## src/rtl/serial_divisibility_engine.sv

```systemverilog
// serial_divisibility_engine
//
// Serial divisibility and primality checker. A WIDTH-bit operand is captured
// on an accepted start and shifted MSB-first through NUM_DIV residue
// trackers, one per divisor in DIVISORS. After WIDTH shift cycles the block
// pulses done and presents per-divisor divisibility flags plus a primality
// verdict. Results hold until the next done.
//
// Parameters:
//   WIDTH    operand width in bits (>= 2)
//   NUM_DIV  number of divisor channels (>= 1)
//   DIV_W    width of each divisor entry
//   DIVISORS packed divisor list, divisor i = DIVISORS[i*DIV_W +: DIV_W]
//
// Ports:
//   clk        rising-edge clock
//   reset      asynchronous reset, active low
//   start      request to check data (ignored while busy)
//   data       operand, captured when start is accepted
//   busy       high while operand bits are being shifted
//   done       one-cycle pulse when results update
//   div_flags  bit i set when the operand is divisible by divisor i
//   is_prime   primality verdict for the last operand
//   rem        final residue per divisor (only with DIVCHK_REMAINDER_EN)
//
// Optional feature: define DIVCHK_REMAINDER_EN to expose the final residues
// on the rem port.

module serial_divisibility_engine #(
  parameter int WIDTH   = 8,
  parameter int NUM_DIV = 5,
  parameter int DIV_W   = 4,
  parameter logic [NUM_DIV*DIV_W-1:0] DIVISORS = {4'd13, 4'd11, 4'd7, 4'd5, 4'd3}
) (
  input  logic                 clk,
  input  logic                 reset,
  input  logic                 start,
  input  logic [WIDTH-1:0]     data,
  output logic                 busy,
  output logic                 done,
  output logic [NUM_DIV-1:0]   div_flags,
  output logic                 is_prime
`ifdef DIVCHK_REMAINDER_EN
  ,
  output logic [NUM_DIV*DIV_W-1:0] rem
`endif
);

  localparam int CNT_W = $clog2(WIDTH + 1);
  localparam int CMP_W = (WIDTH > DIV_W) ? WIDTH : DIV_W;

  typedef enum logic [1:0] {IDLE, SHIFT, DONE} state_t;

  state_t             state;
  logic [WIDTH-1:0]   shift_reg;
  logic [WIDTH-1:0]   operand;
  logic [CNT_W-1:0]   bit_cnt;
  logic [DIV_W-1:0]   residue      [NUM_DIV];
  logic [DIV_W-1:0]   residue_next [NUM_DIV];
  logic [NUM_DIV-1:0] flags_next;
  logic               prime_next;

  // Next residue for every divisor: append the current MSB to the running
  // remainder and subtract the divisor once if it overflows. Because the
  // remainder is always below the divisor, one subtraction is enough.
  always_comb begin
    logic [DIV_W:0] t;
    logic [DIV_W:0] d;
    logic [DIV_W:0] diff;
    t    = '0;
    d    = '0;
    diff = '0;
    flags_next = '0;
    for (int i = 0; i < NUM_DIV; i++) begin
      residue_next[i] = '0;
    end
    for (int i = 0; i < NUM_DIV; i++) begin
      t    = {residue[i], shift_reg[WIDTH-1]};
      d    = {1'b0, DIVISORS[i*DIV_W +: DIV_W]};
      diff = t - d;
      residue_next[i] = (t >= d) ? diff[DIV_W-1:0] : t[DIV_W-1:0];
      flags_next[i]   = (residue_next[i] == '0);
    end
  end

  // Primality verdict from the flags that will be registered on the last
  // shift. Even operands other than 2 are composite; a hit on a divisor only
  // disqualifies the operand when it is not that divisor itself.
  always_comb begin
    prime_next = (operand > WIDTH'(1)) && ((operand == WIDTH'(2)) || operand[0]);
    for (int i = 0; i < NUM_DIV; i++) begin
      if (flags_next[i] &&
          (CMP_W'(operand) != CMP_W'(DIVISORS[i*DIV_W +: DIV_W]))) begin
        prime_next = 1'b0;
      end
    end
  end

  // Control FSM and datapath registers. Results are loaded on the final
  // shift so that done, busy and the new flags all appear WIDTH cycles after
  // the accepting edge; DONE can accept a new start for back-to-back use.
  always_ff @(posedge clk or negedge reset) begin
    if (!reset) begin
      state     <= IDLE;
      shift_reg <= '0;
      operand   <= '0;
      bit_cnt   <= '0;
      busy      <= 1'b0;
      done      <= 1'b0;
      div_flags <= '0;
      is_prime  <= 1'b0;
      for (int i = 0; i < NUM_DIV; i++) begin
        residue[i] <= '0;
      end
`ifdef DIVCHK_REMAINDER_EN
      rem <= '0;
`endif
    end else begin
      done <= 1'b0;
      case (state)
        IDLE, DONE: begin
          if (start) begin
            shift_reg <= data;
            operand   <= data;
            bit_cnt   <= CNT_W'(WIDTH);
            busy      <= 1'b1;
            state     <= SHIFT;
            for (int i = 0; i < NUM_DIV; i++) begin
              residue[i] <= '0;
            end
          end else begin
            state <= IDLE;
          end
        end
        SHIFT: begin
          shift_reg <= {shift_reg[WIDTH-2:0], 1'b0};
          bit_cnt   <= bit_cnt - CNT_W'(1);
          for (int i = 0; i < NUM_DIV; i++) begin
            residue[i] <= residue_next[i];
          end
          if (bit_cnt == CNT_W'(1)) begin
            state     <= DONE;
            busy      <= 1'b0;
            done      <= 1'b1;
            div_flags <= flags_next;
            is_prime  <= prime_next;
`ifdef DIVCHK_REMAINDER_EN
            for (int i = 0; i < NUM_DIV; i++) begin
              rem[i*DIV_W +: DIV_W] <= residue_next[i];
            end
`endif
          end
        end
        default: state <= IDLE;
      endcase
    end
  end

endmodule
```

## config.mk

```make
export PLATFORM = sky130hd
export DESIGN_NAME = serial_divisibility_engine
export DESIGN_NICKNAME = d
export VERILOG_FILES = /design/src/rtl/serial_divisibility_engine.sv
export SDC_FILE = /design/constraint.sdc
export NUM_CORES = 1
export LEC_CHECK = 0
export BUFFER_PORTS_ARGS = -buffer_cell sky130_fd_sc_hd__buf_2
export CAP_MARGIN = 20
export CORE_AREA = 2 2 77 79
export DETAILED_ROUTE_END_ITERATION = 6
export DIE_AREA = 0 0 79 81
export PLACE_DENSITY_LB_ADDON = 0.2
export RECOVER_POWER = 100
export SLEW_MARGIN = 30
export SYNTH_ARGS = -nofsm -noshare
export SYNTH_HDL_FRONTEND = slang
export SYNTH_SLANG_ARGS = --single-unit
```

## constraint.sdc

```tcl
create_clock -name clk -period 3.45 [get_ports clk]
set_clock_uncertainty 0.1 [all_clocks]
set_input_delay 0.345 -clock clk [delete_from_list [all_inputs] [get_ports clk]]
set_output_delay 0.345 -clock clk [all_outputs]
set_load 0.005 [all_outputs]
```

* After elaboration in Yosys (flattened, before gate mapping)
Index checks and enable logic that the tools add are counted.
Storage, ports and cells: word-level logic and storage cells 79, memories kept 0, memory bits (read-only) 0, input bits 11, bits in writable memories 0, bits in registers 50, latch bits 0, output and inout port bits 8
Cells by class: add/sub/neg operators 6, shift-type cells 0, eq/ne operators 11, bitwise gates (word level) 0, divide/modulo/power cells 0, order comparisons 6, multiplexer cells 24, multiply operators 0, reduce and logical (&&, ||, !) cells 19
Operators with widths (number):
- 20-bit case mux with 2 select lines | 1
- 4-bit 2-to-1 mux | 6
- 4-bit zero test | 5
- 20-bit 2-to-1 mux | 1
- 8-bit by 3-bit inequality test with 1-bit output (second input constant) | 2
- 8-bit by 4-bit inequality test with 1-bit output (second input constant) | 2
- 8-bit case mux with 2 select lines | 1
- 5-bit by 3-bit >= comparator with 1-bit output (second input constant) | 2
- 5-bit by 4-bit >= comparator with 1-bit output (second input constant) | 2
- 1-bit 2-to-1 mux | 10
- 8-bit by 2-bit == test with 1-bit output (second input constant) | 1
- 8-bit by 1-bit > comparator with 1-bit output (second input constant) | 1
- 8-bit 2-to-1 mux | 1
- 8-bit by 2-bit inequality test with 1-bit output (second input constant) | 1
- 4-bit case mux with 2 select lines | 1
- 4-bit by 3-bit subtractor with 4-bit output (second input constant) | 2
- 4-bit subtractor (second input constant) | 2
- 1-bit logical AND | 6
- 2-bit AND reduction | 3
- 5-bit by 2-bit >= comparator with 1-bit output (second input constant) | 1
- 4-bit by 1-bit == test with 1-bit output (second input constant) | 1
- 2-bit inequality test (second input constant) | 2
- 2-bit case mux with 2 select lines | 1
- 4-bit by 1-bit subtractor with 4-bit output (second input constant) | 1
- other kinds (10) | 10

* Depth between registers and ports, before layout
depth in word-level cells 9, gate-level depth with buffers 11, gate-level depth less buffers 8

* Least setup slack after synthesis
No wires, ideal clock.
kind register to register, start reg shift_reg[7], end reg is_prime, cell stages (with the launch flop) 11, arrival 2.338 ns, data required time 3.255 ns, clock period less this slack 2.533 ns, path slack 0.917 ns, setup time 0.095 ns, cells stage by stage dfrtp_1 > buf_2 > buf_2 > buf_2 > clkinv_1 > ha_1 > a41oi_1 > o31ai_1 > a32oi_1 > o21ai_1 > o31ai_1
Between the ends: cells in the longest elaborated chain, start to end 9, elaborated cells between the ends (all ways) 30, those cells by class add/sub: 5; order compare: 5; mux: 10; reduce/logical: 10
Ends and longest elaborated chain:
- start: declaration | RTL line 55 | logic [WIDTH-1:0] shift_reg;
- start signal: assignment | RTL line 123 | shift_reg <= data;
- start signal: assignment | RTL line 136 | shift_reg <= {shift_reg[WIDTH-2:0], 1'b0};
- 4-bit by 2-bit subtractor with 4-bit output / 5-bit by 2-bit >= comparator with 1-bit output (equally long branches) | RTL line 80, 81
- 4-bit 2-to-1 mux | RTL line 81 | residue_next[i] = (t >= d) ? diff[DIV_W-1:0] : t[DIV_W-1:0];
- 4-bit zero test | RTL line 82 | flags_next[i] = (residue_next[i] == '0);
- 1-bit logical AND | RTL line 92 | if (flags_next[i] &&
- 1-bit 2-to-1 mux (4 in series) | RTL line 92
- 1-bit 2-to-1 mux * | RTL line 92
- end signal: assignment | RTL line 146 | is_prime <= prime_next;
- end: declaration | RTL line 42 | output logic is_prime
Mark *: on every way between the ends. The rest lies on a longest branch, timed or not. A chain may end at the register's enable or synchronous reset.

* Worst setup path after layout
start reg state[0], end reg residue[3] in the netlist's numbering
Between the ends: cells in the longest elaborated chain, start to end 4, elaborated cells between the ends (all ways) 8, those cells by class eq/ne: 3; mux: 1; reduce/logical: 4
Ends and longest elaborated chain:
- start: declaration | RTL line 54 | state_t state;
- start signal: assignment | RTL line 104 | state <= IDLE;
- start signal: assignment | RTL line 127 | state <= SHIFT;
- start signal: assignment | RTL line 132 | state <= IDLE;
- 2-bit == test / 2-bit zero test (equally long branches) | RTL line 120 | case (state)
- 2-bit OR reduction | RTL line 120
- 2-bit inequality test (no line) / 2-bit nonzero test (equally long branches)
- 2-bit AND reduction (no line)
- end signal: indexed assignment | RTL line 139 | residue[i] <= residue_next[i];
- end: declaration | RTL line 58 | logic [DIV_W-1:0] residue [NUM_DIV];
Parallel ways exist; a longest one is shown, timed or not.

==> flow_summary.yaml <==
logic_synthesis:
  ys_ff_latch: 50
  synth_top_cell_by_area: "dfrtp_1"
  yosysWarnings: 0
  syn-num-nets: 328
  avgSynthCellArea_um2: 8.83
  synth-seq-area-share_pct: 46.0
  dominantRegCellSynth: "dfrtp_1"
  ys_top_cells_by_area: "dfrtp_1, nand2_1, o21ai_0"
  synth_area_mm2: 0.00272
  syn_inst: 308
  ys_top_cells_by_count: "nand2_1, dfrtp_1, o21ai_0, a21oi_1, clkbuf_1"
  yosysTopAreaCellShare_pct: 46.0
  synth_cell_types: 49
  async_flop_share_pct: 100
  yosysMostFrequentCell: "nand2_1"
  synth_edf_count: 0
pwr:
  p_comb_share_pct: 46.7
  power.net_switching_mw: 1.30
  switching_share_pct: 43.2
  peakVddDrop_mv: 0.440
  p_clk_share_pct: 14.7
  p_int_mw: 1.71
  pwr-share-seq_pct: 38.5
  leakage_nw: 1.36
  powerDensity_mw_per_mm2: 1010
finish:
  diodes: 0
  syn2layout_area_growth_pct: 9.94
  post-route-util_pct: 52.7
  largest_reg_flops: 20
  drive_above_1_share_pct: 9.88
  final_cells: 399
  fin_nets: 343
sta:
  tightest_slew_ps: 1100
  fin_setup_tns_ps: 0
  timing.final.crit_share_pct: 73.3
  fmax_mhz: 396
  hold_violations: 0
  drv_slew: 0
  setup_viol: 0
  rsz0062_at_grt: "false"
  finalCriticalPeriod_ps: 2530
  worst_slack_ps: 922
  relSlewSlack_pct: 26.3
clock_network:
  insertion_delay_ps: 310
  cts-buffers-inserted: 5
  clk_pin_slew_ps: 100
  cts.sink_count: 50
  cts_tree: "built"
  cts-root-buf: "clkbuf_8"
  clockBufferDepth: 2
  htreeDepth: 2
global_routing:
  antenna_found_initial: 0
  grt_pass1_vias: 2102
  grt_pass1_wl_um: 9610
  grt_util_all_layers_pct: 19.1
  grt_max_degree: 39
  grt_overflow_total: 0
critical_path:
  path_class: "reg -> reg"
  timing.rr.start: "state[0]"
  start_kind: "flip-flop"
  critPathMaxFanout: 16
  r2r_slack_ps: 920
  arrival_ps: 2680
  worstPathRequired_ps: 3600
  crit_path_end_kind: "flip-flop"
  r2r_cells: 6
  worstReg2RegEnd: "residue[3]"
outcome:
  status: "finished, final reports clean"
place:
  hpwl_um: 3940
  pre_cts_slack_ps: 1010
  dp_cells: 389
  place_congestion: 0.852
  port_buffers: 18
floorplan:
  pin_count: 19
  dieHeight_um: 81
  start_util_pct: 47.9
  dieArea_mm2: 0.00640
  rows: 28
  core-area_mm2: 0.00568
  die_x_um: 79
flow_run:
  maxCapViolCount: 0
detailed_routing:
  drt-total-wl_um: 5630
  viasPerCell: 5.60
  wl_per_cell_um: 14.1
  vias: 2233
  ant_nets: 0
  drt_iter0_markers: 131
  drc_errors: 0
  dr.pass1.iters: 4
min_path:
  min_delay_path_depth: 3
  min_from: "data[5]"
  hp-class: "in -> reg"
  whs_endpoint: "operand[5]"
## metal layers
layer,wire length [um],track usage (%),vias to the layer above
li1,-,-,1107
met1,2590,24.0,1081
met2,2720,32.6,34
met3,192,3.56,11
met4,120,7.59,0
met5,0,0,-
## cell usage in the layout, fill, tap and decap left out, types with 3 or more instances in the layout
cell      Yosys  final
buf_2         3     12
xor2_1        4      4
nor4_1        4      4
inv_1         6      6
mux2i_1       3      3
nor2_1        9      9
o31ai_1       3      3
nor3_1        3      3
a31oi_1       4      4
clkbuf_1     13     10
a22o_1        4      4
nor2b_1       8      8
mux2_2        5      5
o21ai_0      28     28
dfrtp_1      50     50
nand3b_1      3      3
nand3_1      12     12
clkbuf_8      0      6
nand2_1      76     76
ha_1          9      9
xnor2_1       5      5
nand2b_1      6      6
a21oi_1      15     15
## per-stage QoR
step                power, mW  instance area, um^2  hold WS, ps
detailed placement       2.61                 2880          358
floorplan                2.24                 2720        -50.6
global placement         2.56                 2880          355
CTS                      3.06                 3000         54.7
finish                   3.01                 2990          143
global route             3.30                 2990          152
## cells by family (layout without fill, tap and decap cells)
kind of cell / Yosys count / in the layout / share of synthesized area [%]
AND/OR/NAND/NOR: 133 / 133 / 22.9
AO/OA/AOI/OAI: 74 / 74 / 17.3
flip-flops: 50 / 50 / 46.0
buffers and inverters: 25 / 41 / 3.59
adder cells (fa/ha/maj): 9 / 9 / 4.14
XOR/XNOR: 9 / 9 / 2.90
multiplexers: 8 / 8 / 3.17
## worst max path at each step
stage | start | end | cells past startpoint
final | state[0] | residue[3] | 6
after global routing | reset | residue[11] | 4
after CTS | shift_reg[7] | is_prime | 8
after detailed placement | shift_reg[7] | is_prime | 8
after global placement | shift_reg[7] | is_prime | 8
after floorplan | shift_reg[7] | is_prime | 10
## power by group through the flow
stage | clock (mW) | sequential [mW] | combinational (mW)
6_report | 0.444 | 1.16 | 1.41
2_1_floorplan | 0 | 1.05 | 1.19
5_1_grt | 0.478 | 1.21 | 1.62
3_5_place_dp | 0 | 1.16 | 1.44
3_3_place_gp | 0 | 1.16 | 1.41
4_1_cts | 0.456 | 1.16 | 1.45
## what timing repair did
action	4_1_cts	5_1_grt
hold endpoints to repair	0	18
setup buffers	0	0
hold buffers	0	1
resized for setup	0	0
## layout make-up
type | count | area, um^2
Fill cell | 543 | 2690
Multi-Input combinational cell | 233 | 1370
Sequential cell | 50 | 1250
Timing Repair Buffer | 25 | 123
Tap cell | 75 | 93.8
Clock buffer | 6 | 82.6
Clock inverter | 2 | 38.8
Inverter | 8 | 30.0
## worst max-delay path, cell delays in order, from the launching register on
cell      delay (ps)
dfrtp_1          380
nor2b_1           60
clkbuf_1         220
nor2_1           890
clkbuf_1         560
o21ai_0          180
nand2_1           80
Power figures use the tool's default switching activity.
